--- src/rtl/ex_branch_pkg.sv ---
// Shared definitions for the EX-stage branch target block: widths and skid-stage state encoding.
package ex_branch_pkg;

  localparam int DATA_W_DEF = 32;
  localparam int TAKEN_W    = 1;
  localparam int MISALIGN_W = 1;

  typedef enum logic [1:0] {
    ST_EMPTY = 2'd0,
    ST_ONE   = 2'd1,
    ST_FULL  = 2'd2
  } state_e;

endpackage

--- src/rtl/bt_entry_reg.sv ---
// One buffered branch entry (target, taken, pc_plus4, optional misalign) with load enable.
// The misalign field exists only when BRANCH_MISALIGN_CHK_EN is defined.
module bt_entry_reg
  import ex_branch_pkg::*;
#(
  parameter int                 DATA_W   = DATA_W_DEF,
  parameter logic [DATA_W-1:0]  PC_RESET = '0
) (
  input  logic                  clk,
  input  logic                  reset,
  input  logic                  load,
  input  logic [DATA_W-1:0]     target_d,
  input  logic [TAKEN_W-1:0]    taken_d,
  input  logic [DATA_W-1:0]     pc_plus4_d,
`ifdef BRANCH_MISALIGN_CHK_EN
  input  logic [MISALIGN_W-1:0] misalign_d,
  output logic [MISALIGN_W-1:0] misalign_q,
`endif
  output logic [DATA_W-1:0]     target_q,
  output logic [TAKEN_W-1:0]    taken_q,
  output logic [DATA_W-1:0]     pc_plus4_q
);

  // NOTE: clocked state uses non-blocking assignments so every flop samples pre-edge values.
  always_ff @(posedge clk) begin
    if (reset) begin
      target_q   <= PC_RESET;
      taken_q    <= '0;
      pc_plus4_q <= PC_RESET;
    end else if (load) begin
      target_q   <= target_d;
      taken_q    <= taken_d;
      pc_plus4_q <= pc_plus4_d;
    end
  end

`ifdef BRANCH_MISALIGN_CHK_EN
  always_ff @(posedge clk) begin
    if (reset)     misalign_q <= '0;
    else if (load) misalign_q <= misalign_d;
  end
`endif

endmodule

--- src/rtl/ex_branch_target.sv ---
// EX-stage branch target adder and beq/bne resolution behind a 2-entry skid buffer.
// Optional PC+4 misalignment flag enabled by defining BRANCH_MISALIGN_CHK_EN.
module ex_branch_target
  import ex_branch_pkg::*;
#(
  parameter int                DATA_W   = DATA_W_DEF,
  parameter logic [DATA_W-1:0] PC_RESET = 32'h0000_0000
) (
  input  logic              clk,
  input  logic              reset,
  input  logic              flush,
  input  logic              in_valid,
  output logic              in_ready,
  input  logic [DATA_W-1:0] in_pc_plus4,
  input  logic [DATA_W-1:0] in_offset_sl2,
  input  logic              in_zero,
  input  logic              in_branch_eq,
  input  logic              in_branch_ne,
  output logic              out_valid,
  input  logic              out_ready,
  output logic [DATA_W-1:0] out_target,
  output logic              out_taken,
  output logic [DATA_W-1:0] out_pc_plus4,
  output logic              out_misalign
);

  state_e            state_q, state_d;
  logic              accept, out_xfer, main_load, skid_load, from_skid;
  logic [DATA_W-1:0] new_target;
  logic              new_taken;
  logic [DATA_W-1:0] skid_target_q, skid_pc_plus4_q;
  logic              skid_taken_q;
  logic [DATA_W-1:0] main_target_d, main_pc_plus4_d;
  logic              main_taken_d;

  // Carry out of the adder is dropped: targets wrap modulo 2^DATA_W.
  assign new_target = in_pc_plus4 + in_offset_sl2;
  assign new_taken  = (in_branch_eq & in_zero) | (in_branch_ne & ~in_zero);

  assign in_ready  = (state_q != ST_FULL) && !reset;
  assign out_valid = (state_q != ST_EMPTY);
  assign accept    = in_valid && in_ready;
  assign out_xfer  = out_valid && out_ready;

  always_ff @(posedge clk) begin
    if (reset) state_q <= ST_EMPTY;
    else       state_q <= state_d;
  end

  // NOTE: every output of this block gets a default first so no latch is inferred.
  always_comb begin
    state_d   = state_q;
    main_load = 1'b0;
    skid_load = 1'b0;
    case (state_q)
      ST_EMPTY: if (accept) begin
        state_d   = ST_ONE;
        main_load = 1'b1;
      end
      ST_ONE: begin
        if (accept && out_xfer) begin
          main_load = 1'b1;
        end else if (accept) begin
          state_d   = ST_FULL;
          skid_load = 1'b1;
        end else if (out_xfer) begin
          state_d   = ST_EMPTY;
        end
      end
      ST_FULL: if (out_xfer) begin
        state_d   = ST_ONE;
        main_load = 1'b1;
      end
      default: state_d = ST_EMPTY;
    endcase
    // Flush wins over any accept; the incoming entry is simply never stored.
    if (flush) begin
      state_d   = ST_EMPTY;
      main_load = 1'b0;
      skid_load = 1'b0;
    end
  end

  assign from_skid       = (state_q == ST_FULL);
  assign main_target_d   = from_skid ? skid_target_q   : new_target;
  assign main_taken_d    = from_skid ? skid_taken_q    : new_taken;
  assign main_pc_plus4_d = from_skid ? skid_pc_plus4_q : in_pc_plus4;

`ifdef BRANCH_MISALIGN_CHK_EN
  logic new_misalign, skid_misalign_q, main_misalign_d, main_misalign_q;
  assign new_misalign    = |in_pc_plus4[1:0];
  assign main_misalign_d = from_skid ? skid_misalign_q : new_misalign;
  assign out_misalign    = main_misalign_q;
`else
  assign out_misalign    = 1'b0;
`endif

  bt_entry_reg #(.DATA_W(DATA_W), .PC_RESET(PC_RESET)) u_main (
    .clk        (clk),
    .reset      (reset),
    .load       (main_load),
    .target_d   (main_target_d),
    .taken_d    (main_taken_d),
    .pc_plus4_d (main_pc_plus4_d),
`ifdef BRANCH_MISALIGN_CHK_EN
    .misalign_d (main_misalign_d),
    .misalign_q (main_misalign_q),
`endif
    .target_q   (out_target),
    .taken_q    (out_taken),
    .pc_plus4_q (out_pc_plus4)
  );

  bt_entry_reg #(.DATA_W(DATA_W), .PC_RESET(PC_RESET)) u_skid (
    .clk        (clk),
    .reset      (reset),
    .load       (skid_load),
    .target_d   (new_target),
    .taken_d    (new_taken),
    .pc_plus4_d (in_pc_plus4),
`ifdef BRANCH_MISALIGN_CHK_EN
    .misalign_d (new_misalign),
    .misalign_q (skid_misalign_q),
`endif
    .target_q   (skid_target_q),
    .taken_q    (skid_taken_q),
    .pc_plus4_q (skid_pc_plus4_q)
  );

endmodule

--- config.mk ---
export PLATFORM = sky130hd
export DESIGN_NAME = ex_branch_target
export DESIGN_NICKNAME = d
export VERILOG_FILES = /design/src/rtl/ex_branch_pkg.sv /design/src/rtl/bt_entry_reg.sv /design/src/rtl/ex_branch_target.sv
export SDC_FILE = /design/constraint.sdc
export NUM_CORES = 1
export LEC_CHECK = 0
export BUFFER_PORTS_ARGS = -buffer_cell sky130_fd_sc_hd__buf_2
export CAP_MARGIN = 20
export CELL_PAD_IN_SITES_DETAIL_PLACEMENT = 1
export CELL_PAD_IN_SITES_GLOBAL_PLACEMENT = 1
export CORE_ASPECT_RATIO = 0.9
export CORE_MARGIN = 3
export CORE_UTILIZATION = 35
export CTS_CLUSTER_DIAMETER = 80
export DETAILED_ROUTE_END_ITERATION = 6
export PLACE_DENSITY_LB_ADDON = 0.1
export SYNTH_ARGS = -nofsm -noshare
export SYNTH_HDL_FRONTEND = slang
export SYNTH_HIERARCHICAL = 1
export SYNTH_SLANG_ARGS = --single-unit
--- constraint.sdc ---
create_clock -name clk -period 3.3 [get_ports clk]
set_input_delay 0.33 -clock clk [delete_from_list [all_inputs] [get_ports clk]]
set_output_delay 0.33 -clock clk [all_outputs]
set_load 0.02 [all_outputs]
==> summary.md <==
| Metric | Value |
|---|---|
| Status | `completed` |
| Top cells by count, synth | `166 x nand2_1, 164 x nor2_1, 134 x mux2i_1` |
| Reg2Reg Depth | `5` |
| Critical Path Source | `in_pc_plus4[0]` |
| Post-synth EDFFs | `0` |
| Clock buffer depth | `2` |
| # fillers | `2582` |
| Htree depth | `4` |
| Most common cell in the netlist | `nand2_1` |
| Critical path launch point type | `input pin` |
| First-pass GRT wire length | `35200 µm` |
| Antenna Cells | `0` |
| Design area | `0.00898 mm²` |
| Vias/cell | `4.93` |
| Crit Reg-Reg Startpoint | `state_q[1]` |
| Cells after Synth | `884` |
| Crit path DAT | `2.98 ns` |
| DRC Markers | `0` |
| Post-cts gate resize count | `0` |
| Tcrit/Tclk final | `0.814` |
| Setup TNS | `0 ns` |
| FF+latch count, synth | `132` |
| Cell Area, Synth | `0.00758 mm²` |
| Die Span Y | `146 µm` |
| Synth top area cells | `dfxtp_1 35%, mux2i_1 18%, nand2_1 8.2%` |
| Sequential-to-total area share from yosys stat | `0.349` |
| Max Slew Vio Count | `0` |
| Power Density | `516 mW/mm²` |
| Hold/Removal Path Class | `in -> reg` |
| Unique masters post-synth | `67` |
| Router iterations before antenna repair | `4` |
| Simple-gate area share of the yosys netlist | `0.203` |
| Asr flop ratio synth | `0` |
| Xor and xnor fraction of the mapped netlist area | `0.0347` |
| Post-synthesis compound-gate area fraction | `0.103` |
| Wire length on met2 | `10900 µm` |
| Fin worst setup slack | `0.613 ns` |
| RSZ-0062 raised after global routing | `false` |
| Post-route insts no fill | `1302` |
| Clock Sinks | `132` |
| # IOs | `140` |
| Post-Route WL | `21500 µm` |
| Initial antenna violation count | `2` |
| Tmin final | `2.69 ns` |
| Largest family of logic cells by synthesized area | `simple AND/OR/NAND/NOR gates` |
| Leak | `3.89 nW` |
| Dpl ws | `0.205 ns` |
| Worst Hold Launch | `flush` |
| M1 wire length | `9460 µm` |
| # nets final | `1107` |
| Required time worst endpoint | `3.59 ns` |
| Final Setup Violations | `0` |
| Largest net degree at the start of global routing | `64` |
| Multiplexer share of the synthesized area | `0.192` |
| WHS Path Cells | `2` |
| Die Wd | `161 µm` |
| DP Area | `0.00833 mm²` |
| Worst Hold Slack | `0.159 ns` |
| Die area | `0.0234 mm²` |
| Via Count | `6415` |
| Clk Latency, worst-skew pair | `0.43 ns` |
| Fraction of layout cells with a size suffix above 1 | `0.214` |
| Routed Antenna Nets | `0` |
| Dpl cells | `1270` |
| Vias in the first global route | `6747` |
| Total power draw | `4.63 mW` |
| Core area | `0.0210 mm²` |
| Post-Syn Area per Cell | `8.57 µm²` |
| Max-Cap Viols | `0` |
| Hpwl dp | `15700 µm` |
| WL met3 | `948 µm` |
| Worst Tran Pin Value | `0.758 ns` |
| Synth top area share | `0.349` |
| Root Driver | `clkbuf_16` |
| Slew headroom | `0.495` |
| Top_reg_cell synth | `dfxtp_1` |
| Worst Setup Path Type | `in -> reg` |
| All-Layer GR Usage | `0.186` |
| Net Count, Synth | `988` |
| Highest Signal Layer | `met5` |
| Post-CTS setup buffer count | `0` |
| Routed len/inst | `16.5 µm` |
| Clk_skew | `0.00757 ns` |
| Util after Layout | `0.427` |
| CTS tree | `built` |
| Fin. Hold Viols | `0` |
| Site Rows | `50` |
| Adder-Cell Fraction of Synth Area | `0.0538` |
| # hold bufs at CTS | `0` |
| Area leader, netlist | `dfxtp_1` |
| CTS clk-pin slew, worst paths | `0.06 ns` |
| Gpl congestion | `0.815` |
| Yosys warnings | `6` |
| CP endpoint kind | `register` |
| Cts bufs inserted | `17` |
| Worst IR Drop VDD | `0.313 mV` |
| Area Growth Syn to Fin | `18.5%` |
| I/O Buffers | `138` |
| Achievable Freq | `372 MHz` |
| Number of DRC markers in iteration 0 | `238` |
| Starting Density | `0.360` |
| Worst Path Max Fanout | `6` |
| GRT overflow | `0` |
## power by group
group / total, mW / internal, mW / switching [mW]
combinational: 0.873 / 0.354 / 0.519
clock: 2.09 / 1.33 / 0.757
sequential: 1.67 / 1.64 / 0.0277
## sequential cells by signal, indices dropped and copies added, names as in the netlist
signal and flops:
state_q 2, u_main/pc_plus4_q 32, u_main/taken_q 1, u_main/target_q 32, u_skid/pc_plus4_q 32, u_skid/taken_q 1, u_skid/target_q 32
## worst max-delay path, stage by stage
cell	delay [ns]
buf_2	0.11
ha_1	0.22
fa_1	0.41
a21o_1	0.22
a221oi_2	0.40
or4_4	0.23
a31oi_4	0.10
a21oi_2	0.36
xnor2_1	0.13
mux2_2	0.28
mux2i_1	0.13
nor2_1	0.05
## per-layer routing
metal,track usage,up-vias
met5,0,-
met4,0.0413,4
met3,0.0498,20
met2,0.337,99
met1,0.219,3059
li1,-,3233
## final cells by class
cell class,instances,area (µm²),area share
well taps,286,358,0.0399
clock buffers,21,470,0.0524
multi-input cells,694,4470,0.498
flip-flops and latches,132,2640,0.294
inverters,5,18.8,0.00209
clock inverters,11,175,0.0195
repair buffers,153,843,0.0940
## path summary, 6_finish.rpt
check                                             to  slack, ns
worst max-delay path             u_main/target_q[22]       0.61
worst min-delay path                      state_q[0]       0.16
worst max register to register    u_skid/target_q[1]       1.16
worst min register to register  u_main/pc_plus4_q[7]       0.48
## placed cells by master (no fill, tap or decap), drive strengths merged, types with 6 or more instances in the layout
master	instances
mux2	10
xnor2	21
nand2	166
nor2	164
clkbuf	21
ha	31
o21ai	18
dfxtp	132
buf	153
a21oi	35
and3	6
nor3	7
mux2i	134
nand3	9
o21a	6
xor2	9
nand4	6
a21o	15
## logic make-up after synthesis
family	after synthesis
AND/OR/NAND/NOR	379
buffers and inverters	58
flip-flops	132
other	1
multiplexers	144
XOR/XNOR	30
adder cells (fa/ha/maj)	32
AO/OA/AOI/OAI	108
No activity file was read; power rests on OpenSTA's default activity.
